### src/rtl/isa_push_if.sv
// -----------------------------------------------------------------------------
// isa_push_if
// Bus bundle between the push execution unit and its environment
// (instruction sequencer, register file and RAM port).
//   enabled   sequencer -> unit  : execute enable for one push
//   r0        sequencer -> unit  : source register index
//   ram_txe   RAM -> unit        : handshake ack (0 = start seen, 1 = done)
//   reg_out   regfile -> unit    : read data for reg_id while reg_re=1
//   ram_txs   unit -> RAM        : transaction strobe, idle high
//   ram_we    unit -> RAM        : write enable
//   ram_addr  unit -> RAM        : word address (latched SP)
//   ram_in    unit -> RAM        : write data (latched register half)
//   reg_id    unit -> regfile    : register index
//   reg_wd    unit -> regfile    : write data
//   reg_re    unit -> regfile    : read enable
//   reg_we    unit -> regfile    : write enable
//   finished  unit -> sequencer  : push complete, held until enabled falls
// -----------------------------------------------------------------------------
interface isa_push_if;
  logic        enabled;
  logic [3:0]  r0;
  logic        ram_txe;
  logic [63:0] reg_out;
  logic        ram_txs;
  logic        ram_we;
  logic [63:0] ram_addr;
  logic [31:0] ram_in;
  logic [3:0]  reg_id;
  logic [63:0] reg_wd;
  logic        reg_re;
  logic        reg_we;
  logic        finished;

  // Environment side: sequencer, register file and RAM.
  modport master (
    output enabled, r0, ram_txe, reg_out,
    input  ram_txs, ram_we, ram_addr, ram_in, reg_id, reg_wd, reg_re, reg_we, finished
  );

  // Push unit side.
  modport slave (
    input  enabled, r0, ram_txe, reg_out,
    output ram_txs, ram_we, ram_addr, ram_in, reg_id, reg_wd, reg_re, reg_we, finished
  );
endinterface

### src/rtl/isa_push.sv
// -----------------------------------------------------------------------------
// isa_push
// Executes PUSH r0: MEM[SP] = half(R[r0]); SP = SP + 1, with SP in R15.
// The stack grows upward. PART_ID picks the stored 32-bit half
// (0 = bits [31:0], 1 = bits [63:32]).
// Ports:
//   clk  system clock, rising edge
//   rst  asynchronous active-high reset
//   bus  isa_push_if.slave (sequencer, register file and RAM signals)
// All outputs are registered; ram_addr/ram_in come straight from the
// SP and data latches so they stay stable across the RAM handshake.
// -----------------------------------------------------------------------------
module isa_push #(
  parameter int PART_ID = 0
) (
  input  logic      clk,
  input  logic      rst,
  isa_push_if.slave bus
);

  typedef enum logic [2:0] {
    S_READ_SP   = 3'd0,
    S_READ_SRC  = 3'd1,
    S_LATCH     = 3'd2,
    S_RAM_BEGIN = 3'd3,
    S_RAM_END   = 3'd4,
    S_WRITE_SP  = 3'd5,
    S_CLEAN     = 3'd6,
    S_DONE      = 3'd7
  } state_e;

  state_e      state_q,    state_d;
  logic [3:0]  reg_id_q,   reg_id_d;
  logic [63:0] reg_wd_q,   reg_wd_d;
  logic        reg_re_q,   reg_re_d;
  logic        reg_we_q,   reg_we_d;
  logic        ram_txs_q,  ram_txs_d;
  logic        ram_we_q,   ram_we_d;
  logic        finished_q, finished_d;
  logic [63:0] sp_q,       sp_d;
  logic [31:0] data_q,     data_d;
  logic [31:0] src_half;

  assign src_half = (PART_ID != 0) ? bus.reg_out[63:32] : bus.reg_out[31:0];

  // State and output registers; reset drops the RAM strobe at once.
  always_ff @(posedge clk or posedge rst) begin
    if (rst) begin
      state_q    <= S_READ_SP;
      reg_id_q   <= 4'd0;
      reg_wd_q   <= 64'd0;
      reg_re_q   <= 1'b0;
      reg_we_q   <= 1'b0;
      ram_txs_q  <= 1'b1;
      ram_we_q   <= 1'b0;
      finished_q <= 1'b0;
      sp_q       <= 64'd0;
      data_q     <= 32'd0;
    end else begin
      state_q    <= state_d;
      reg_id_q   <= reg_id_d;
      reg_wd_q   <= reg_wd_d;
      reg_re_q   <= reg_re_d;
      reg_we_q   <= reg_we_d;
      ram_txs_q  <= ram_txs_d;
      ram_we_q   <= ram_we_d;
      finished_q <= finished_d;
      sp_q       <= sp_d;
      data_q     <= data_d;
    end
  end

  // Next-state logic; dropping enabled abandons the push.
  always_comb begin
    state_d = state_q;
    if (!bus.enabled) begin
      state_d = S_READ_SP;
    end else begin
      case (state_q)
        S_READ_SP:   state_d = S_READ_SRC;
        S_READ_SRC:  state_d = S_LATCH;
        S_LATCH:     state_d = S_RAM_BEGIN;
        S_RAM_BEGIN: begin
          if (!bus.ram_txe) begin
            state_d = S_RAM_END;
          end else begin
            state_d = S_RAM_BEGIN;
          end
        end
        S_RAM_END: begin
          if (bus.ram_txe) begin
            state_d = S_WRITE_SP;
          end else begin
            state_d = S_RAM_END;
          end
        end
        S_WRITE_SP:  state_d = S_CLEAN;
        S_CLEAN:     state_d = S_DONE;
        S_DONE:      state_d = S_DONE;
        default:     state_d = S_READ_SP;
      endcase
    end
  end

  // Next values of the registered outputs and latches.
  always_comb begin
    reg_id_d   = reg_id_q;
    reg_wd_d   = reg_wd_q;
    reg_re_d   = reg_re_q;
    reg_we_d   = reg_we_q;
    ram_txs_d  = ram_txs_q;
    ram_we_d   = ram_we_q;
    finished_d = finished_q;
    sp_d       = sp_q;
    data_d     = data_q;
    if (!bus.enabled) begin
      // Idle the buses; reg_id/reg_wd and both latches keep their values.
      finished_d = 1'b0;
      reg_re_d   = 1'b0;
      reg_we_d   = 1'b0;
      ram_we_d   = 1'b0;
      ram_txs_d  = 1'b1;
    end else begin
      case (state_q)
        S_READ_SP: begin
          reg_id_d = 4'd15;
          reg_re_d = 1'b1;
        end
        S_READ_SRC: begin
          sp_d     = bus.reg_out;
          reg_id_d = bus.r0;
        end
        S_LATCH: begin
          // When r0=15 this re-reads SP, i.e. the pre-increment value.
          data_d    = src_half;
          reg_re_d  = 1'b0;
          ram_txs_d = 1'b0;
        end
        S_RAM_BEGIN: begin
          if (!bus.ram_txe) begin
            ram_txs_d = 1'b1;
            ram_we_d  = 1'b1;
          end else begin
            ram_txs_d = 1'b0;
          end
        end
        S_RAM_END: begin
          if (bus.ram_txe) begin
            ram_we_d = 1'b0;
          end else begin
            ram_txs_d = 1'b1;
            ram_we_d  = 1'b1;
          end
        end
        S_WRITE_SP: begin
          reg_id_d = 4'd15;
          reg_wd_d = sp_q + 64'd1;
          reg_we_d = 1'b1;
        end
        S_CLEAN: begin
          reg_we_d   = 1'b0;
          finished_d = 1'b1;
        end
        S_DONE: begin
          finished_d = finished_q;
        end
        default: begin
          reg_re_d   = 1'b0;
          reg_we_d   = 1'b0;
          ram_we_d   = 1'b0;
          ram_txs_d  = 1'b1;
          finished_d = 1'b0;
        end
      endcase
    end
  end

  assign bus.ram_txs  = ram_txs_q;
  assign bus.ram_we   = ram_we_q;
  assign bus.ram_addr = sp_q;
  assign bus.ram_in   = data_q;
  assign bus.reg_id   = reg_id_q;
  assign bus.reg_wd   = reg_wd_q;
  assign bus.reg_re   = reg_re_q;
  assign bus.reg_we   = reg_we_q;
  assign bus.finished = finished_q;

endmodule
### src/flat_wrapper.sv
// flat-port wrapper written by rule: the top's interface ports become plain ports
module isa_push_flat 
#(
  parameter int PART_ID = 0
)
  (clk, rst, bus_enabled, bus_r0, bus_ram_txe, bus_reg_out, bus_ram_txs, bus_ram_we, bus_ram_addr, bus_ram_in, bus_reg_id, bus_reg_wd, bus_reg_re, bus_reg_we, bus_finished);
  isa_push_if bus_i ();
  input  logic clk;
  input  logic rst;
  input wire logic [$bits(bus_i.enabled)-1:0] bus_enabled;
  input wire logic [$bits(bus_i.r0)-1:0] bus_r0;
  input wire logic [$bits(bus_i.ram_txe)-1:0] bus_ram_txe;
  input wire logic [$bits(bus_i.reg_out)-1:0] bus_reg_out;
  output wire logic [$bits(bus_i.ram_txs)-1:0] bus_ram_txs;
  output wire logic [$bits(bus_i.ram_we)-1:0] bus_ram_we;
  output wire logic [$bits(bus_i.ram_addr)-1:0] bus_ram_addr;
  output wire logic [$bits(bus_i.ram_in)-1:0] bus_ram_in;
  output wire logic [$bits(bus_i.reg_id)-1:0] bus_reg_id;
  output wire logic [$bits(bus_i.reg_wd)-1:0] bus_reg_wd;
  output wire logic [$bits(bus_i.reg_re)-1:0] bus_reg_re;
  output wire logic [$bits(bus_i.reg_we)-1:0] bus_reg_we;
  output wire logic [$bits(bus_i.finished)-1:0] bus_finished;
  assign bus_i.enabled = bus_enabled;
  assign bus_i.r0 = bus_r0;
  assign bus_i.ram_txe = bus_ram_txe;
  assign bus_i.reg_out = bus_reg_out;
  assign bus_ram_txs = bus_i.ram_txs;
  assign bus_ram_we = bus_i.ram_we;
  assign bus_ram_addr = bus_i.ram_addr;
  assign bus_ram_in = bus_i.ram_in;
  assign bus_reg_id = bus_i.reg_id;
  assign bus_reg_wd = bus_i.reg_wd;
  assign bus_reg_re = bus_i.reg_re;
  assign bus_reg_we = bus_i.reg_we;
  assign bus_finished = bus_i.finished;
  isa_push #(.PART_ID(PART_ID)) u_core (.clk(clk), .rst(rst), .bus(bus_i));
endmodule
### config.mk
export PLATFORM = sky130hd
export DESIGN_NAME = isa_push_flat
export DESIGN_NICKNAME = d
export VERILOG_FILES = /design/src/rtl/isa_push_if.sv /design/src/rtl/isa_push.sv /design/src/flat_wrapper.sv
export SDC_FILE = /design/constraint.sdc
export NUM_CORES = 1
export LEC_CHECK = 0
export BUFFER_PORTS_ARGS = -buffer_cell sky130_fd_sc_hd__buf_2
export CORE_MARGIN = 2
export CORE_UTILIZATION = 25
export DETAILED_ROUTE_END_ITERATION = 10
export GPL_TIMING_DRIVEN = 0
export PLACE_DENSITY_LB_ADDON = 0.15
export SYNTH_ARGS = -nofsm -noshare
export SYNTH_HDL_FRONTEND = slang
export SYNTH_SLANG_ARGS = --single-unit
### constraint.sdc
create_clock -name clk -period 11.55 [get_ports clk]
set_clock_uncertainty 0.1 [all_clocks]
set_input_delay 1.155 -clock clk [delete_from_list [all_inputs] [get_ports clk]]
set_output_delay 1.155 -clock clk [all_outputs]
set_load 0.01 [all_outputs]
==> out/summary.txt, run 1 <==
Run status -> completed
CTS tree -> built
Yosys Warn Count -> 0
CP Capture Type -> register
WP depth -> 8
Slowest-stage cell, CP -> clkbuf_1
LEAKAGE -> 0.00487 µW
Post-Route Utilization -> 32.8%
CP dominant cell by count -> clkbuf_1
CP arrival -> 3740 ps
Syn_nets -> 911
Library cells used by synthesis -> 51
Switch Pwr -> 684 µW
Worst-margin pin slew -> 969 ps
Max Fclk -> 0.283 GHz
Total negative slack -> 0 ps
Slew Limit Fails -> 0
Most frequent cells in the layout -> 263 x nand2_1, 241 x buf_2, 171 x dfrtp_1
Critical path peak fanout -> 10
Vias -> 6,986
Clock Sinks -> 172
Number of enable flip-flop cells after synthesis -> 0
Period Utilization, post-route -> 30.6%
Clock share of power -> 29.9%
Initial cell density of the core -> 25.3%
Flops & latches, synth -> 172
DR iter-0 viols -> 321
Critical path buffer and inverter count -> 5
Slew HR -> 35.1%
VDD IR max -> 0.0954 mV
Fin crit period -> 3540 ps
Count of final hold-check violations -> 0
FP Rows -> 65
Flop pwr share -> 45.6%
Top delay family on crit path -> buffers and inverters
RSZ-0062 raised after global routing -> no
Fin area -> 10,300 µm²
Critical path startpoint category -> primary input
MaxCap Viol Count -> 0
Crit path cell chain -> buf_2 > nand3b_1 > or2_2 > clkbuf_1 > clkbuf_1 > clkbuf_1 > clkbuf_1 > o21ai_0
Post-route ant nets -> 0
Sequential cell area fraction in the yosys report -> 54.3%
Largest stage delay, worst path -> 590 ps
Mapped Cells -> 838
Setup Buffers After CTS -> 0
CP startpoint -> bus_enabled
Pint -> 1290 µW
Area delta synth->final -> 29.8%
R2r setup slk -> 8110 ps
Worst EP required -> 11,750 ps
DRC Markers -> 0
Final Net Count -> 1,173
Post-synth ARST share -> 100%
CP endpoint -> u_core.bus.reg_wd[0]
Worst R2R Path Depth -> 6
Worst Hold Class -> register to register
Gpl congestion -> 0.785
Combinational fraction of design power -> 24.5%
Vias in the first global route -> 6,855
Congestion Overflow GR -> 0
Count of hold-fix buffers inserted at cts -> 0
I/O pins -> 241
Clk Latency, worst-skew pair -> 440 ps
Cts bufs inserted -> 17
Final setup viols -> 0
Mean area per synthesized cell -> 9.47 µm²
Total core area -> 31,400 µm²
Area after DPL -> 9710 µm²
Clk pin slew, worst setup/hold paths -> 70 ps
Power Density -> 191 nW/µm²
Clock root buffer -> clkbuf_16
Post-DP HPWL -> 20,300 µm
Die W -> 182 µm
Total power -> 1970 µW
Die ar. -> 33,200 µm²
Total wire length -> 27,200 µm
Layout cells sized above 1 -> 29.7%
Via-to-Cell Ratio -> 4.61
Largest net degree at the start of global routing -> 88
Commonest non-fill, non-tap cell in the layout -> nand2_1
WL per Instance -> 17.9 µm
R2r endpoint -> u_core.bus.reg_wd[52]
CTS max path bufs -> 2
Chip height -> 182 µm
Mapped cell area -> 7940 µm²
Tot GR Track Use -> 16.6%
Primary FF master, synth -> dfrtp_1
H-tree Lvls -> 4
PostCTS Resize Cnt -> 0
Critical path class -> primary input to register
Drt pass-1 iters -> 4
IO Port Bufs -> 240
Worst R2R Start -> u_core.bus.ram_addr[0]
Sw Ratio -> 34.7%
Global-route wire length before repair -> 41,600 µm
Initial antenna violation count -> 2
## metal layers
metal | GRT usage, % | wire [µm] | vias up
li1 | - | - | 3424
met1 | 22.5 | 12700 | 3383
met2 | 25.8 | 12500 | 155
met3 | 4.83 | 1490 | 22
met4 | 4.81 | 458 | 2
met5 | 0 | 13 | -
## power by group through the flow
stage / logic [µW] / registers [µW] / clock network (µW)
2_1_floorplan: 193 / 943 / 0
3_3_place_gp: 488 / 907 / 0
3_5_place_dp: 493 / 909 / 0
4_1_cts: 495 / 898 / 611
5_1_grt: 538 / 925 / 635
6_report: 483 / 898 / 588
## cell type report
cell class,instances,area (µm²)
multi-input cells,612,3430
well taps,402,503
inverters,10,45.0
plain buffers,44,181
flip-flops and latches,172,4310
diodes,2,5.00
fillers,3407,21100
clock buffers,19,443
repair buffers,243,1240
clock inverters,13,141
## sequential cells by signal, indices dropped and copies added (netlist names)
| register | cells |
|---|---|
| u_core.bus.ram_addr | 64 |
| u_core.bus.reg_wd | 64 |
| u_core.bus.ram_in | 32 |
| u_core.bus.reg_id | 4 |
| u_core.state_q | 3 |
| u_core.bus.finished | 1 |
| u_core.bus.ram_txs | 1 |
| u_core.bus.ram_we | 1 |
| u_core.bus.reg_re | 1 |
| u_core.bus.reg_we | 1 |
## how the worst min path moves through the flow
stage | startpoint | end | slack (ps) | cells past startpoint
after global routing | u_core.bus.reg_wd[49] | u_core.bus.reg_wd[49] | 390 | 2
after global placement | u_core.bus.reg_wd[63] | u_core.bus.reg_wd[63] | 360 | 2
after detailed placement | u_core.bus.reg_wd[47] | u_core.bus.reg_wd[47] | 360 | 2
after floorplan | u_core.bus.reg_wd[1] | u_core.bus.reg_wd[1] | 410 | 2
final | u_core.bus.reg_wd[51] | u_core.bus.reg_wd[51] | 370 | 2
after CTS | u_core.bus.reg_wd[47] | u_core.bus.reg_wd[47] | 380 | 2
## synth_stat cells (5+ instances only)
cell type / instances / area, µm²
o31ai_1: 6 / 45.0
nor4_1: 19 / 119
or3_1: 5 / 31.3
dfrtp_1: 171 / 4280
nand4_1: 28 / 175
and4_1: 7 / 61.3
inv_1: 10 / 37.5
nor2_1: 29 / 109
mux2_2: 35 / 394
xnor2_1: 22 / 193
nor3_1: 10 / 50.1
nand3_1: 32 / 160
clkbuf_1: 40 / 150
or4_1: 10 / 75.1
nand2_1: 263 / 987
a31oi_1: 11 / 68.8
xor2_1: 19 / 166
o21ai_0: 56 / 280
## worst reg2reg max path, delay by kind of cell (launching register included)
kind | cells | cell delay [ps]
AO/OA/AOI/OAI | 1 | 180
flip-flops | 1 | 440
AND/OR/NAND/NOR | 4 | 2420
adder cells (fa/ha/maj) | 1 | 220
## per-stage QoR
| step | hold slack (ps) | cells | setup slack [ps] |
|---|---|---|---|
| floorplan | 414 | 838 | 5640 |
| global placement | 360 | 1480 | 2930 |
| detailed placement | 362 | 1483 | 7370 |
| CTS | 377 | 1515 | 7840 |
| global route | 388 | 1515 | 7700 |
| finish | 371 | 1517 | 8010 |
## kinds of logic (layout without fill, tap and decap cells)
kind of cell / after synthesis / after routing / synth area share, %
and+or+nand+nor: 435 / 435 / 25.5
DFF: 172 / 172 / 54.3
AOI/OAI and AO/OA: 96 / 96 / 7.30
buffers and inverters: 54 / 329 / 2.76
xor gates and xnor gates: 41 / 41 / 4.53
muxes: 39 / 39 / 5.47
adders and majority gates: 1 / 1 / 0.158
other: 0 / 2 / 0
(Power assumes the default switching activity.)
==> run 2: changes to the inputs <==
clock period = 3 ns   (was 11.55 ns; I/O delays follow)
==> run 2 against run 1 <==
  * Die area is the same
  * Largest power group unchanged
  * Global-route usage grew 0.41 points
  * Worst setup slack lost 7900 ps
  * Register-to-register slack lost 8000 ps
  * Sequential share of layout area shrank 3.5 points
  * Clock-buffer cell count shrank 1
  * Critical path type is now register to register
  * Via count grew 5.9%
  * Critical path depth shrank 1
  * Cell count grew 5.3%
  * Non-clock buffer count grew 82
==> out/summary.txt, run 2 (same netlist as run 1, synthesis figures left out) <==
Run status -> completed
Fin area -> 11,300 µm² (+9.4%)
Total power -> 8000 µW (+310%)
Worst EP required -> 3270 ps (-8480 ps)
Congestion Overflow GR -> 0 (unchanged)
Critical path startpoint category -> register
Area after DPL -> 9760 µm² (+0.50%)
Global-route wire length before repair -> 43,000 µm (+3.2%)
Total core area -> 31,400 µm² (unchanged)
Count of final hold-check violations -> 0 (unchanged)
CP Capture Type -> register
Area delta synth->final -> 41.9%
WL per Instance -> 17.4 µm (-2.6%)
Drt pass-1 iters -> 6 (+2)
Via-to-Cell Ratio -> 4.63 (+0.57%)
Post-DP HPWL -> 20,800 µm (+2.4%)
Largest stage delay, worst path -> 530 ps (-60 ps)
Slew Limit Fails -> 0 (unchanged)
Power Density -> 710 nW/µm² (+270%)
Final setup viols -> 0 (unchanged)
FP Rows -> 65 (unchanged)
LEAKAGE -> 0.00530 µW (+8.8%)
RSZ-0062 raised after global routing -> no
Critical path buffer and inverter count -> 2 (-3)
Crit path cell chain -> nand3_2 > or4_4 > buf_6 > or4_4 > buf_6 > or4_1 > a31oi_1
Vias in the first global route -> 7,173 (+4.6%)
IO Port Bufs -> 240 (unchanged)
VDD IR max -> 0.372 mV (+290%)
Total wire length -> 27,900 µm (+2.5%)
Pre-CTS setup slack -> -563 ps (-7930 ps)
Post-route ant nets -> 0 (unchanged)
CP arrival -> 3130 ps (-610 ps)
Clock Sinks -> 172 (unchanged)
Cts bufs inserted -> 17 (unchanged)
Clk Latency, worst-skew pair -> 450 ps (about the same)
Die W -> 182 µm (unchanged)
CTS tree -> built
H-tree Lvls -> 4 (unchanged)
I/O pins -> 241 (unchanged)
Gpl congestion -> 0.787 (+0.27%)
Critical path peak fanout -> 10 (unchanged)
Antenna diodes -> 0 (-2)
Largest net degree at the start of global routing -> 39 (-56%)
Commonest non-fill, non-tap cell in the layout -> nand2_1
CTS max path bufs -> 2 (unchanged)
Tot GR Track Use -> 17.0% (+0.41 points)
Top delay family on crit path -> simple AND/OR/NAND/NOR gates
Critical path class -> register to register
Max Fclk -> 0.349 GHz
Slowest-stage cell, CP -> or4_4
Layout cells sized above 1 -> 30.3% (+0.55 points)
Chip height -> 182 µm (unchanged)
Die ar. -> 33,200 µm² (unchanged)
Slew HR -> 46.1% (+11 points)
DR iter-0 viols -> 318 (-0.93%)
Worst Hold Class -> primary input to register
Final Net Count -> 1,255 (+7.0%)
Clock root buffer -> clkbuf_16
Clk pin slew, worst setup/hold paths -> 80 ps (about the same)
Most frequent cells in the layout -> 263 x nand2_1, 241 x buf_2, 167 x dfrtp_1
Worst-margin pin slew -> 809 ps (-160 ps)
Vias -> 7,396 (+5.9%)
DRC Markers -> 0 (unchanged)
Initial antenna violation count -> 0 (-2)
Period Utilization, post-route -> 95.4%
Fin crit period -> 2860 ps
FILL cells -> 3,314 (-2.7%)
Setup WS post-layout -> 137 ps (-7870 ps)
Initial cell density of the core -> 25.3% (unchanged)
MaxCap Viol Count -> 0 (unchanged)
[run 2: routing by layer]
layer,vias up,wire length (µm),GRT usage [%]
met5,-,0,0
met3,27,1460,3.91
met2,198,12800,26.9
met1,3589,13100,23.2
li1,3582,-,-
met4,0,459,5.29
[run 2: stage by stage]
stage                     std cells  hold WS [ps]  utilization, %  setup TNS (ps)
after CTS                      1588          13.5            35.5               0
after global placement         1480           359            30.7         -224620
after global routing           1597          18.2            35.9               0
after floorplan                 838           305               -               0
final                          1597          32.2            35.9               0
after detailed placement       1486           365            31.1          -11040
[run 2: what timing repair did]
item | CTS | global route
buffers inserted | 3 | 9
endpoints found under the hold margin | 120 | 0
setup endpoints to repair | 34 | 28
hold buffers | 68 | 0
pin swaps | 1 | 4
resized for setup | 7 | 14
cloned | 0 | 0
[run 2: path summary, 6_finish.rpt]
check	from	to	slack, ps	cells after the start
max reg2reg	u_core.bus.ram_addr[25]	u_core.bus.reg_wd[56]	140	7
max in group asynchronous	rst	u_core.bus.ram_addr[7]	1440	5
max	u_core.bus.ram_addr[25]	u_core.bus.reg_wd[56]	140	7
min in group asynchronous	rst	u_core.bus.ram_addr[57]	430	3
min reg2reg	u_core.bus.reg_wd[36]	u_core.bus.reg_wd[36]	370	2
min	bus_reg_out[11]	u_core.bus.ram_in[11]	30	2
[run 2: worst register-to-register path: stages, from the launching register on]
cell and delay [ps]:
dfrtp_1 500, nand3_2 190, or4_4 510, buf_6 150, or4_4 540, buf_6 160
or4_1 460, a31oi_1 180
[run 2: area by class of cell]
| class | count | area [µm²] | area share (%) |
|---|---|---|---|
| flip-flops and latches | 172 | 4310 | 38.3 |
| multi-input cells | 612 | 3490 | 31.0 |
| repair buffers | 326 | 2070 | 18.4 |
| well taps | 402 | 503 | 4.47 |
| clock buffers | 18 | 439 | 3.90 |
| clock inverters | 14 | 229 | 2.03 |
| plain buffers | 43 | 183 | 1.62 |
| inverters | 10 | 41.3 | 0.367 |
[run 2: where the power goes]
| group | switching (µW) | total, µW | internal (µW) |
|---|---|---|---|
| Clock | 1040 | 2560 | 1520 |
| Combinational | 1060 | 1970 | 905 |
| Sequential | 596 | 3470 | 2870 |
| Total | 2700 | 8000 | 5300 |
